--- config.mk ---
export PLATFORM = sky130hd
export DESIGN_NAME = mc_control
export DESIGN_NICKNAME = d
export VERILOG_FILES = /design/src/rtl/rv_ctrl_pkg.sv /design/src/rtl/alu_decoder.sv /design/src/rtl/mc_control.sv
export SDC_FILE = /design/constraint.sdc
export NUM_CORES = 1
export LEC_CHECK = 0
export CAP_MARGIN = 10
export CORE_ASPECT_RATIO = 1.25
export CORE_UTILIZATION = 44
export CTS_CLUSTER_DIAMETER = 50
export DETAILED_ROUTE_END_ITERATION = 6
export PLACE_DENSITY = 0.73
export SLEW_MARGIN = 20
export SYNTH_ARGS = -nofsm -noshare
export SYNTH_HDL_FRONTEND = slang
export SYNTH_HIERARCHICAL = 1
export SYNTH_SLANG_ARGS = --single-unit
--- constraint.sdc ---
create_clock -name clk -period 3.8 [get_ports clk]
set_input_delay 0.38 -clock clk [delete_from_list [all_inputs] [get_ports clk]]
set_output_delay 0.38 -clock clk [all_outputs]
set_load 0.005 [all_outputs]
--- src/rtl/rv_ctrl_pkg.sv ---
`default_nettype none
// +----------------------------------------------------------------------+
// | rv_ctrl_pkg : shared state, opcode and ALU encodings for the core      |
// | Revision    : 1.0                                                      |
// +----------------------------------------------------------------------+
package rv_ctrl_pkg;

  typedef enum logic [3:0] {
    S_FETCH    = 4'd0,
    S_DECODE   = 4'd1,
    S_MEMADR   = 4'd2,
    S_MEMREAD  = 4'd3,
    S_MEMWB    = 4'd4,
    S_MEMWRITE = 4'd5,
    S_EXECUTER = 4'd6,
    S_EXECUTEI = 4'd7,
    S_ALUWB    = 4'd8,
    S_BEQ      = 4'd9,
    S_JAL      = 4'd10
  } state_t;

  localparam logic [6:0] c_OP_LOAD  = 7'b0000011;
  localparam logic [6:0] c_OP_STORE = 7'b0100011;
  localparam logic [6:0] c_OP_RTYPE = 7'b0110011;
  localparam logic [6:0] c_OP_ITYPE = 7'b0010011;
  localparam logic [6:0] c_OP_JAL   = 7'b1101111;
  localparam logic [6:0] c_OP_BEQ   = 7'b1100011;

  localparam logic [1:0] c_ALUOP_ADD   = 2'b00;
  localparam logic [1:0] c_ALUOP_SUB   = 2'b01;
  localparam logic [1:0] c_ALUOP_FUNCT = 2'b10;

  localparam logic [2:0] c_ALU_ADD = 3'b000;
  localparam logic [2:0] c_ALU_SUB = 3'b001;
  localparam logic [2:0] c_ALU_AND = 3'b010;
  localparam logic [2:0] c_ALU_OR  = 3'b011;
  localparam logic [2:0] c_ALU_SLT = 3'b101;

  function automatic logic is_known_op(input logic [6:0] op);
    return op inside {c_OP_LOAD, c_OP_STORE, c_OP_RTYPE, c_OP_ITYPE, c_OP_JAL, c_OP_BEQ};
  endfunction

endpackage
`default_nettype wire

--- src/rtl/alu_decoder.sv ---
`default_nettype none
// +----------------------------------------------------------------------+
// | alu_decoder : maps ALUOp/funct fields to an ALU operation (comb only)  |
// | Revision    : 1.0                                                      |
// +----------------------------------------------------------------------+
module alu_decoder
  import rv_ctrl_pkg::*;
(
  input  logic [1:0] i_alu_op,
  input  logic [2:0] i_funct3,
  input  logic       i_funct7b5,
  input  logic       i_op_b5,
  output logic [2:0] o_alu_control
);

  always_comb begin
    o_alu_control = c_ALU_ADD;
    case (i_alu_op)
      c_ALUOP_SUB: o_alu_control = c_ALU_SUB;
      c_ALUOP_FUNCT: begin
        case (i_funct3)
          // sub only for R-type; an I-type addi shares funct7b5 with its immediate
          3'b000:  o_alu_control = (i_funct7b5 & i_op_b5) ? c_ALU_SUB : c_ALU_ADD;
          3'b010:  o_alu_control = c_ALU_SLT;
          3'b110:  o_alu_control = c_ALU_OR;
          3'b111:  o_alu_control = c_ALU_AND;
          default: o_alu_control = c_ALU_ADD;
        endcase
      end
      default: o_alu_control = c_ALU_ADD;
    endcase
  end

endmodule
`default_nettype wire

--- src/rtl/mc_control.sv ---
`default_nettype none
// +----------------------------------------------------------------------+
// | mc_control : multicycle RISC-V controller FSM with retired-instr count |
// | Revision   : 1.0                                                       |
// +----------------------------------------------------------------------+
module mc_control
  import rv_ctrl_pkg::*;
(
  input  logic        clk,
  input  logic        reset,
  input  logic [6:0]  op,
  input  logic [2:0]  funct3,
  input  logic        funct7b5,
  input  logic        Zero,
  output logic        PCWrite,
  output logic        AdrSrc,
  output logic        MemWrite,
  output logic        IRWrite,
  output logic        RegWrite,
  output logic [1:0]  ResultSrc,
  output logic [1:0]  ALUSrcA,
  output logic [1:0]  ALUSrcB,
  output logic [2:0]  ALUControl,
  output logic [1:0]  ImmSrc,
  output logic        illegal_op,
  output logic [31:0] instret,
  output logic [3:0]  state
);

  state_t      r_state;
  state_t      w_next_state;
  logic [31:0] r_instret;
  logic        w_pc_update;
  logic        w_branch;
  logic        w_irwrite;
  logic        w_regwrite;
  logic        w_memwrite;
  logic        w_retire;
  logic [1:0]  w_alu_op;

  always_ff @(posedge clk or negedge reset) begin
    if (!reset) r_state <= S_FETCH;
    else        r_state <= w_next_state;
  end

  always_comb begin
    w_next_state = S_FETCH;
    case (r_state)
      S_FETCH: w_next_state = S_DECODE;
      S_DECODE: begin
        case (op)
          c_OP_LOAD, c_OP_STORE: w_next_state = S_MEMADR;
          c_OP_RTYPE:            w_next_state = S_EXECUTER;
          c_OP_ITYPE:            w_next_state = S_EXECUTEI;
          c_OP_JAL:              w_next_state = S_JAL;
          c_OP_BEQ:              w_next_state = S_BEQ;
          default:               w_next_state = S_FETCH;
        endcase
      end
      S_MEMADR:                      w_next_state = (op == c_OP_LOAD) ? S_MEMREAD : S_MEMWRITE;
      S_MEMREAD:                     w_next_state = S_MEMWB;
      S_EXECUTER, S_EXECUTEI, S_JAL: w_next_state = S_ALUWB;
      default:                       w_next_state = S_FETCH;
    endcase
  end

  always_comb begin
    w_pc_update = 1'b0;
    w_branch    = 1'b0;
    w_irwrite   = 1'b0;
    w_regwrite  = 1'b0;
    w_memwrite  = 1'b0;
    AdrSrc      = 1'b0;
    ResultSrc   = 2'b00;
    ALUSrcA     = 2'b00;
    ALUSrcB     = 2'b00;
    w_alu_op    = c_ALUOP_ADD;
    case (r_state)
      S_FETCH:    begin w_irwrite = 1'b1; ALUSrcB = 2'b10; ResultSrc = 2'b10; w_pc_update = 1'b1; end
      S_DECODE:   begin ALUSrcA = 2'b01; ALUSrcB = 2'b01; end
      S_MEMADR:   begin ALUSrcA = 2'b10; ALUSrcB = 2'b01; end
      S_MEMREAD:  AdrSrc = 1'b1;
      S_MEMWB:    begin ResultSrc = 2'b01; w_regwrite = 1'b1; end
      S_MEMWRITE: begin AdrSrc = 1'b1; w_memwrite = 1'b1; end
      S_EXECUTER: begin ALUSrcA = 2'b10; w_alu_op = c_ALUOP_FUNCT; end
      S_EXECUTEI: begin ALUSrcA = 2'b10; ALUSrcB = 2'b01; w_alu_op = c_ALUOP_FUNCT; end
      S_ALUWB:    w_regwrite = 1'b1;
      S_BEQ:      begin ALUSrcA = 2'b10; w_alu_op = c_ALUOP_SUB; w_branch = 1'b1; end
      S_JAL:      begin ALUSrcA = 2'b01; ALUSrcB = 2'b10; w_pc_update = 1'b1; end
      default:    ;
    endcase
  end

  always_comb begin
    case (op)
      c_OP_STORE: ImmSrc = 2'b01;
      c_OP_BEQ:   ImmSrc = 2'b10;
      c_OP_JAL:   ImmSrc = 2'b11;
      default:    ImmSrc = 2'b00;
    endcase
  end

  alu_decoder u_alu_decoder (
    .i_alu_op      (w_alu_op),
    .i_funct3      (funct3),
    .i_funct7b5    (funct7b5),
    .i_op_b5       (op[5]),
    .o_alu_control (ALUControl)
  );

  // Enables are gated by reset so nothing architectural changes while held in reset.
  assign PCWrite  = reset & (w_pc_update | (w_branch & Zero));
  assign IRWrite  = reset & w_irwrite;
  assign RegWrite = reset & w_regwrite;
  assign MemWrite = reset & w_memwrite;

  assign illegal_op = (r_state == S_DECODE) && !is_known_op(op);

  assign w_retire = r_state inside {S_MEMWB, S_MEMWRITE, S_ALUWB, S_BEQ};

  always_ff @(posedge clk or negedge reset) begin
    if (!reset)        r_instret <= 32'd0;
    else if (w_retire) r_instret <= r_instret + 32'd1;
  end

  assign instret = r_instret;
  assign state   = r_state;

endmodule
`default_nettype wire

# Word-level counts from Yosys, hierarchy flattened
# Index checks and enable logic that the tools add are counted.
# W data, S select, Z words.
[totals] ff_bits=36 input_bits=14 out_inout_bits=53 word_cells=63
[classes] addsub=1 n_eq_ne=21 mux=17 n_bitwise=7 n_reduce_logical=15
[op_table] cell="$pmux W4 S5" count=2
[op_table] cell="$add A32 B1 Y32 const B" count=1
[op_table] cell="$eq A4 B3 Y1 const B" count=4
[op_table] cell="$pmux W2 S2" count=4
[op_table] cell="$eq A7 B6 Y1 const B" count=2
[op_table] cell="$eq A7 B7 Y1 const B" count=2
[op_table] cell="$eq A4 B4 Y1 const B" count=3
[op_table] cell="$pmux W3 S4" count=1
[op_table] cell="$reduce_or A2 Y1" count=6
[op_table] cell="$eq A4 B2 Y1 const B" count=2
[op_table] cell="$eq A7 B2 Y1 const B" count=1
[op_table] cell="$eq A7 B5 Y1 const B" count=1
[op_table] cell="$mux W1" count=7
[op_table] cell="$and A1 B1 Y1" count=6
[op_table] cell="$eq A3 B3 Y1 const B" count=2
[op_table] cell="$pmux W2 S3" count=1
[op_table] cell="$pmux W3 S2" count=1
[op_table] cell="$reduce_bool A6 Y1" count=1
[op_table] cell="$reduce_or A3 Y1" count=2
[op_table] cell="$eq A4 B1 Y1 const B" count=1
[op_table] cell="$logic_not A4 Y1" count=1
[op_table] cell="$reduce_bool A4 Y1" count=1
[op_table] cell="$reduce_or A4 Y1" count=1
[op_table] cell="$eq A3 B2 Y1 const B" count=1
[op_table] cell="other kinds (7)" count=7

# Logic depth before layout (Yosys ltp)
# Gate-level depths: netlist of the first run.
[depth] ltp_word=5 depth_mapped=8 mapped_depth_nobuf=7

# Hierarchy
# Netlist of the first run, hierarchy kept.
[by_module_without_submodules] mod="mc_control" n_inst=1 cells_each=202 area_per_inst_um2=1989.4 seq_area_each_um2=900.9
[by_module_without_submodules] mod="alu_decoder" n_inst=1 cells_each=11 area_per_inst_um2=96.3 seq_area_each_um2=0.0

# Worst setup path after synthesis of the first run
# OpenSTA, ideal clock, no wires.
[synth_timing] path_kind="register -> output" from="register r_state[1] (netlist: state[1])" to="output ALUControl[2]" arrival_time_ns=1.782 required_ns=3.420 slack_ns=1.638 stages_incl_launch_ff=6 path_buffers=2 cell_sequence="dfrtp_1 clkbuf_1 clkbuf_1 and2_1 ha_1 nor4b_1"
[synth_between] elab_chain_cells=5 word_cells_on_any_way=8 classes_between="eq/ne (5); mux (2); reduce/logical (1)"
[synth_lines] item="start, declared" line_no="mc_control.sv:30" source="state_t r_state;"
[synth_lines] item="start signal, assigned" line_no="mc_control.sv:43" source="else r_state <= w_next_state;"
[synth_lines] item="$eq A4 B3 Y1" line_no="mc_control.sv:78" source="case (r_state)"
[synth_lines] item="$reduce_or A2 Y1 (no source line)"
[synth_lines] item="$pmux W2 S2 (*)" line_no="mc_control.sv:78"
[synth_lines] item="via w_alu_op[1]" line_no="mc_control.sv:39" source="logic [1:0] w_alu_op;"
[synth_lines] item="$eq A2 B2 Y1 / $eq A2 B1 Y1 (equally long branches)" line_no="alu_decoder.sv:18" source="case (i_alu_op)"
[synth_lines] item="$pmux W3 S2 (*)" line_no="alu_decoder.sv:18"
[synth_lines] item="end, declared" line_no="mc_control.sv:23" source="output logic [2:0] ALUControl,"
# The timed path passes the listed nets; every way through them passes the cells marked *.

# Worst setup path after layout of the first run
[layout_timing] from="register r_state[0] (netlist: state[0])" to="output ALUControl[2]"
# Same word-level chain as after synthesis.

==> results of run 1 <==
## registers in the layout, summed over array words and instances, names as in the netlist
register and cells:
state 4, instret 32
## routing by layer
| layer | track usage (%) | vias up |
|---|---|---|
| met5 | 0 | - |
| li1 | - | 892 |
| met2 | 35.4 | 57 |
| met3 | 5.17 | 7 |
| met1 | 22.7 | 865 |
| met4 | 7.50 | 0 |
## cells in the final DEF, fill, tap and decap left out, types with 10 or more instances in the layout
cell type	count
clkdlybuf4s50_1	65
nand4_1	13
dfrtp_1	36
and3_1	14
nand2_1	10
xor2_1	19
nor2_1	12
xnor2_1	18
## worst max-delay path: cells and delay by family, from the launching register on
kind | cells | cell delay, ns
fa+ha+maj | 1 | 0.33
buf+inv | 2 | 0.61
flops | 1 | 0.62
simple gates | 3 | 0.89
## cell families (layout without fill, tap and decap cells)
group / count (synthesis) / after routing / synth area share [%]
compound gates: 14 / 14 / 4.56
xor+xnor: 37 / 37 / 15.5
fa+ha+maj: 3 / 3 / 1.80
buf+inv: 17 / 85 / 3.42
flops: 36 / 36 / 43.2
mux: 1 / 1 / 0.540
simple gates: 105 / 105 / 31.0
## final cells by class
class / count / share of cell area, %
repair buffers: 69 / 23.5
well taps: 58 / 2.51
multi-input cells: 160 / 38.5
flip-flops and latches: 36 / 31.2
inverters: 8 / 1.04
clock buffers: 6 / 2.86
clock inverters: 2 / 0.346
## where the power goes
| group | leakage (nW) | total, mW | switching [mW] | internal, mW |
|---|---|---|---|---|
| sequential | 0.496 | 0.446 | 0.0414 | 0.404 |
| combinational | 0.706 | 0.262 | 0.0941 | 0.168 |
| clock | 0.0510 | 0.274 | 0.129 | 0.144 |
## final timing paths
path                                            to  slack (ns)  cells past startpoint
setup / recovery                     ALUControl[2]        0.70                      6
min in group asynchronous       state[0]$_DFF_PN0_        0.50                      2
setup reg to reg           instret[25]$_DFFE_PN0P_        1.57                      4
hold reg to reg            instret[31]$_DFFE_PN0P_        0.47                      1
max in group asynchronous  instret[13]$_DFFE_PN0P_        2.67                      3
hold / removal             instret[31]$_DFFE_PN0P_        0.47                      1
## stage by stage
stage | total power [mW] | util, % | cell area [sq um]
2_1_floorplan | 0.557 | - | 2090
3_3_place_gp | 0.713 | 62.0 | 2790
3_5_place_dp | 0.713 | 62.0 | 2790
4_1_cts | 0.988 | 64.3 | 2890
5_1_grt | 1.04 | 64.3 | 2890
6_report | 0.981 | 64.3 | 2890
==> results.yml, run 1 <==
outcome:
  status: "finished, final reports clean"
synthesis:
  synth_top_area_cell: "dfrtp_1"
  syn-instance-count: 213
  seq_area_frac_synth_pct: 43.2
  syn_area_per_cell_sq_um: 9.79
  syn_nets: 230
  ys_seq_elements: 36
  synth_cell_types: 39
  yosys_warnings: 6
  syn-cell-area_sq_um: 2090
  synth_edf_count: 0
  synth_ff_type: "dfrtp_1"
  yosysTopAreaCellShare_pct: 43.2
  ys_top_cells_by_area: "dfrtp_1, xor2_1, xnor2_1, and3_1, nand4_1"
  yosysMostFrequentCell: "dfrtp_1"
  async_reset_ff_share_pct: 100
  synth_common_cells: "dfrtp_1, xor2_1, xnor2_1, and3_1, nand4_1"
pwr:
  powerDensity_nw_per_um2: 339
  p_leak_nw: 1.25
  ir_drop_v: 0.000213
die:
  rows: 27
  start_util_pct: 46.4
  dieArea_sq_um: 5020
  core_area_sq_um: 4490
  ios: 67
  die_h_um: 79.0
  fp.dieW_um: 63.6
critical_path:
  cpMaxStageDelayCell: "dfrtp_1"
  startpoint: "state[0]$_DFF_PN0_"
  path_class: "reg2out"
  end_kind: "output port"
  path_cells: "nor2b_1, and3_1, inv_1, ha_1, nor4b_1, clkdlybuf4s50_1"
  crit_fanout: 16
  max_stage_delay_ns: 0.62
  arrival_ns: 2.72
  worstPathRequired_ns: 3.42
  start_kind: "flip-flop"
  r2r_start: "state[3]$_DFF_PN0_"
route:
  drt_iter0_drc: 68
  top_layer_used: "met4"
  wl_per_cell_um: 13.6
  met1Wirelength_um: 1980
  route.met2.wl_um: 2330
  wl_met3_um: 217
  wirelength_um: 4600
  antenna_left: 0
  vias_per_cell: 5.37
  drc_errors: 0
  firstDrtPassIters: 4
  vias: 1821
layout:
  nNetsFinal: 297
  layout-drive-gt1-share_pct: 6.76
  area_growth_pct: 38.6
  fillerInstances: 376
  diodes: 0
  stdcell_count: 339
  multiInputGateArea_sq_um: 1110
  regArea_sq_um: 901
sta:
  hold_violations: 0
  fin_setup_tns_ns: 0
  min_period_ns: 3.10
  setup_ws_ns: 0.695
  fmax_mhz: 322
  worst_pin_slew_ns: 0.780
  hold_slack_ns: 0.470
  slew_violations: 0
  rsz0062_at_grt: "no"
  period_share_pct: 81.7
  finClkSkew_ns: 0.00606
  finalSetupViolCount: 0
  maxSlewHeadroom_pct: 47.6
cts:
  post_cts_buffers: 0
  cts_tree: "built"
  cts.sinks: 36
  post_cts_resized: 0
  insertion_delay_ns: 0.28
  htreeDepth: 2
  root_buffer: "clkbuf_8"
  clk_pin_slew_ns: 0.07
  cts.hold.buffers_added: 1
  cts_buffer_depth: 2
  cts_buffers: 5
place:
  place_inst: 330
  hpwl_um: 3460
  dp_worst_setup_slack_ns: 1.01
  port_buffers: 66
  gp_routability_congestion: 0.844
global_routing:
  grt_first_pass_wirelength_um: 7930
  grt_pass1_vias: 1803
  antenna_found_initial: 0
  overflow: 0
  track_usage_pct: 20.0
  grt_max_degree: 33
worst_hold_path:
  worstHoldStart: "instret[31]$_DFFE_PN0P_"
  min_path_type: "reg2reg"
job:
  maxCapViolations: 0
(Power assumes the default switching activity.)
==> run 2: changes to the inputs <==
==> constraint.sdc (replaced) <==
create_clock -name clk -period 3.1 [get_ports clk]
set_input_delay 0.31 -clock clk [delete_from_list [all_inputs] [get_ports clk]]
set_output_delay 0.31 -clock clk [all_outputs]
set_load 0.005 [all_outputs]
==> results.yml, run 2 (synthesis gave the netlist of run 1 again) <==
sta:
  fmax_mhz: 361
  worst_pin_slew_ns: 0.771
  slew_violations: 0
  fin_setup_tns_ns: 0
  finalSetupViolCount: 0
  maxSlewHeadroom_pct: 48.2
  hold_violations: 0
  finClkSkew_ns: 0.00794
  period_share_pct: 89.3
  rsz0062_at_grt: "no"
  min_period_ns: 2.77
cts:
  cts.sinks: 36
  insertion_delay_ns: 0.28
  post_cts_buffers: 0
  cts_buffers: 5
  clk_pin_slew_ns: 0.07
  post_cts_resized: 0
  root_buffer: "clkbuf_8"
  htreeDepth: 2
  cts_buffer_depth: 2
  cts_tree: "built"
  cts.hold.buffers_added: 1
die:
  die_h_um: 79.0
  dieArea_sq_um: 5020
  rows: 27
  ios: 67
  fp.dieW_um: 63.6
  start_util_pct: 46.4
  core_area_sq_um: 4490
route:
  antenna_left: 0
  drc_errors: 0
  firstDrtPassIters: 4
  wirelength_um: 4780
  wl_per_cell_um: 14.0
  vias: 1842
  drt_iter0_drc: 57
  vias_per_cell: 5.40
critical_path:
  end_kind: "output port"
  rr_endpoint: "instret[23]$_DFFE_PN0P_"
  cpMaxStageDelayCell: "clkdlybuf4s50_1"
  path_class: "reg2out"
  path_buf_inv: 2
  path_delay_family: "simple AND/OR/NAND/NOR gates"
  arrival_ns: 2.46
  ff2ff_path_depth: 5
  max_stage_delay_ns: 0.55
  path_cells: "nor2b_1, and3_1, inv_1, ha_1, nor4b_1, clkdlybuf4s50_1"
  start_kind: "flip-flop"
  worstPathRequired_ns: 2.79
  r2r_start: "state[3]$_DFF_PN0_"
  crit_fanout: 5
  rrSetupSlack_ns: 1.00
pwr:
  comb_power_share_pct: 30.4
  power_mw: 1.19
  p_leak_nw: 1.26
  p_sw_mw: 0.329
  netSwitchingFraction_pct: 27.6
  p_int_mw: 0.865
  p_seq_share_pct: 43.6
  ir_drop_v: 0.000305
  powerDensity_nw_per_um2: 412
  p_clk_share_pct: 25.9
global_routing:
  grt_pass1_vias: 1773
  overflow: 0
  antenna_found_initial: 0
  track_usage_pct: 20.1
  grt_max_degree: 33
  grt_first_pass_wirelength_um: 8030
outcome:
  status: "finished, final reports clean"
place:
  port_buffers: 66
  gp_routability_congestion: 0.805
  hpwl_um: 3560
layout:
  nNetsFinal: 300
  area_growth_pct: 38.9
  diodes: 0
  final_common_cell: "clkdlybuf4s50_1"
  layout-drive-gt1-share_pct: 7.07
  largest_reg_flops: 32
  final_cell_mix: "clkdlybuf4s50_1, dfrtp_1, xor2_1"
job:
  maxCapViolations: 0
worst_hold_path:
  min_path_type: "in2async"
## run 2: cell types whose count changed in the layout (fill, tap and decap cells not counted)
cell,change
clkbuf_8,-1
clkinv_2,-1
buf_4,+3
clkbuf_1,+1
## run 2: worst register-to-register path: stages, from the launching register on
cell	delay, ns
dfrtp_1	0.40
buf_4	0.20
xnor2_1	0.22
nor4_4	0.73
nand4_1	0.24
xnor2_1	0.19
## run 2: metrics by stage
| step | utilization [%] | instance area, sq um | hold slack (ns) | cells | setup WS [ns] |
|---|---|---|---|---|---|
| global placement | 62.5 | 2810 | 0.152 | 333 | 0.697 |
| global route | 64.5 | 2900 | 0.450 | 341 | 0.153 |
| detailed placement | 62.5 | 2810 | 0.151 | 333 | 0.654 |
| CTS | 64.5 | 2900 | 0.435 | 341 | 0.315 |
| floorplan | - | 2090 | 0.0144 | 213 | 1.01 |
| finish | 64.5 | 2900 | 0.450 | 341 | 0.331 |
## run 2: area by class of cell
class	instances	area, sq um
Clock inverter	1	5.00
Inverter	8	30.0
Clock buffer	6	72.6
Multi-Input combinational cell	160	1110
Fill cell	385	1600
Timing Repair Buffer	72	703
Sequential cell	36	901
Tap cell	58	72.6
## run 2: worst max-delay path by stage
| stage | from | end | slack (ns) | cells past startpoint |
|---|---|---|---|---|
| after floorplan | state[1]$_DFF_PN0_ | ALUControl[2] | 1.01 | 5 |
| after global placement | state[1]$_DFF_PN0_ | ALUControl[2] | 0.70 | 6 |
| after detailed placement | state[1]$_DFF_PN0_ | ALUControl[2] | 0.65 | 6 |
| after CTS | state[1]$_DFF_PN0_ | ALUControl[2] | 0.32 | 6 |
| after global routing | state[1]$_DFF_PN0_ | ALUControl[2] | 0.15 | 6 |
| final | state[1]$_DFF_PN0_ | ALUControl[2] | 0.33 | 6 |
## run 2: layer usage
layer	GRT usage, %	share of wire, %	vias to the layer above
met3	3.02	3.9	7
met5	0	0	-
li1	-	-	906
met2	35.9	52	53
met1	24.2	43	876
met4	7.05	1.5	0
## run 2: power by group through the flow
stage / clock network (mW) / registers, mW / logic (mW)
finish: 0.310 / 0.520 / 0.363
global route: 0.339 / 0.525 / 0.395
CTS: 0.317 / 0.521 / 0.366
detailed placement: 0 / 0.529 / 0.361
global placement: 0 / 0.529 / 0.360
floorplan: 0 / 0.537 / 0.146
==> run 3: changes to the inputs <==
--- a/config.mk
+++ b/config.mk
@@ -7,6 +7,7 @@
 export LEC_CHECK = 0
 export CAP_MARGIN = 10
 export CORE_ASPECT_RATIO = 1.25
+export CORE_MARGIN = 4
 export CORE_UTILIZATION = 44
 export CTS_CLUSTER_DIAMETER = 50
 export DETAILED_ROUTE_END_ITERATION = 6
==> results.yml, run 3 (synthesis gave the netlist of run 1 again) <==
outcome:
  status: "finished, final reports clean"
route:
  firstDrtPassIters: 4
  drc_errors: 0
  vias_per_cell: 5.34
  top_layer_used: "met4"
  met1Wirelength_um: 2110
  drt_iter0_drc: 107
  antenna_left: 0
  wl_per_cell_um: 14.6
  route.met2.wl_um: 2480
  wl_met3_um: 320
  wirelength_um: 4970
  vias: 1814
critical_path:
  path_delay_family: "simple AND/OR/NAND/NOR gates"
  start_kind: "flip-flop"
  worstPathRequired_ns: 2.79
  ff2ff_path_depth: 5
  path_cells: "nor2b_1, and3_1, inv_1, ha_1, nor4b_1, clkdlybuf4s50_1"
  critical_path_cell_count: 6
  arrival_ns: 2.46
  path_buf_inv: 2
  max_stage_delay_ns: 0.55
  path_class: "reg2out"
  crit_fanout: 5
  end_kind: "output port"
  cpMaxStageDelayCell: "clkdlybuf4s50_1"
sta:
  finClkSkew_ns: 0.00646
  setup_ws_ns: 0.329
  fin_setup_tns_ns: 0
  finalSetupViolCount: 0
  maxSlewHeadroom_pct: 45.5
  slew_violations: 0
  worst_pin_slew_ns: 0.811
  min_period_ns: 2.77
  hold_violations: 0
  rsz0062_at_grt: "no"
  period_share_pct: 89.4
  fmax_mhz: 361
cts:
  cts_tree: "built"
  cts.hold.buffers_added: 0
  root_buffer: "clkbuf_8"
  clk_pin_slew_ns: 0.07
  post_cts_resized: 0
  cts.sinks: 36
  cts_buffers: 5
  htreeDepth: 2
  post_cts_buffers: 0
  cts_buffer_depth: 2
  insertion_delay_ns: 0.28
layout:
  nNetsFinal: 299
  fin_area_sq_um: 2890
  final_common_cell: "clkdlybuf4s50_1"
  largest_reg_flops: 32
  fin_util_pct: 64.3
  final_cell_mix: "clkdlybuf4s50_1, dfrtp_1, xor2_1"
  area_growth_pct: 38.5
  layout-drive-gt1-share_pct: 7.09
  diodes: 0
global_routing:
  grt_max_degree: 40
  antenna_found_initial: 0
  grt_pass1_vias: 1856
  track_usage_pct: 17.4
  grt_first_pass_wirelength_um: 8490
  overflow: 0
die:
  rows: 27
  fp.dieW_um: 69.6
  dieArea_sq_um: 5910
  core_area_sq_um: 4490
  start_util_pct: 46.4
  ios: 67
  die_h_um: 85.0
place:
  dpl-instance-area_sq_um: 2810
  port_buffers: 66
  dp_worst_setup_slack_ns: 0.611
  gp_routability_congestion: 0.800
  hpwl_um: 3660
job:
  maxCapViolations: 0
pwr:
  p_leak_nw: 1.25
  ir_drop_v: 0.000336
  powerDensity_nw_per_um2: 413
worst_hold_path:
  min_path_type: "in2async"
run 3: changes by cell type in the layout (fill, tap and decap cells not counted), sizes merged:
cell,before,now
dlygate4sd3,1,0
run 3: path summary, 6_finish.rpt:
check / from / endpoint / slack [ns]
max in group asynchronous: reset / instret[18]$_DFFE_PN0P_ / 2.67
min: reset / instret[7]$_DFFE_PN0P_ / 0.09
max: state[1]$_DFF_PN0_ / ALUControl[2] / 0.33
max reg2reg: state[3]$_DFF_PN0_ / instret[7]$_DFFE_PN0P_ / 1.02
min in group clk: instret[31]$_DFFE_PN0P_ / instret[31]$_DFFE_PN0P_ / 0.47
min reg2reg: instret[31]$_DFFE_PN0P_ / instret[31]$_DFFE_PN0P_ / 0.47
run 3: layout make-up:
| cell class | count | area [sq um] |
|---|---|---|
| inverters | 8 | 30.0 |
| clock buffers | 6 | 72.6 |
| repair buffers | 71 | 693 |
| flip-flops and latches | 36 | 901 |
| well taps | 58 | 72.6 |
| multi-input cells | 160 | 1110 |
| clock inverters | 1 | 5.00 |
| fillers | 380 | 1610 |
run 3: power by group:
part	switching (mW)	leakage (nW)	internal, mW
clock	0.156	0.0410	0.153
sequential	0.0250	0.496	0.496
combinational	0.148	0.717	0.215
total	0.329	1.25	0.864
run 3: worst reg2reg max path: stages (launching register included):
cell and delay [ns]:
dfrtp_1 0.40, buf_4 0.20, xnor2_1 0.22, nor4_4 0.76
and3_1 0.27, xor2_1 0.17
run 3: per-layer routing:
metal	up-vias	global-route usage [%]
met5	-	0
met2	66	31.0
met3	5	3.91
met1	843	20.3
li1	900	-
met4	0	6.22
run 3: per-stage QoR:
step           std cells  total power, mW  hold slack (ns)
2_1_floorplan        213            0.683           0.0144
3_3_place_gp         333            0.892            0.400
3_5_place_dp         333            0.894            0.417
4_1_cts              340             1.20            0.108
5_1_grt              340             1.26            0.141
6_report             340             1.19           0.0916
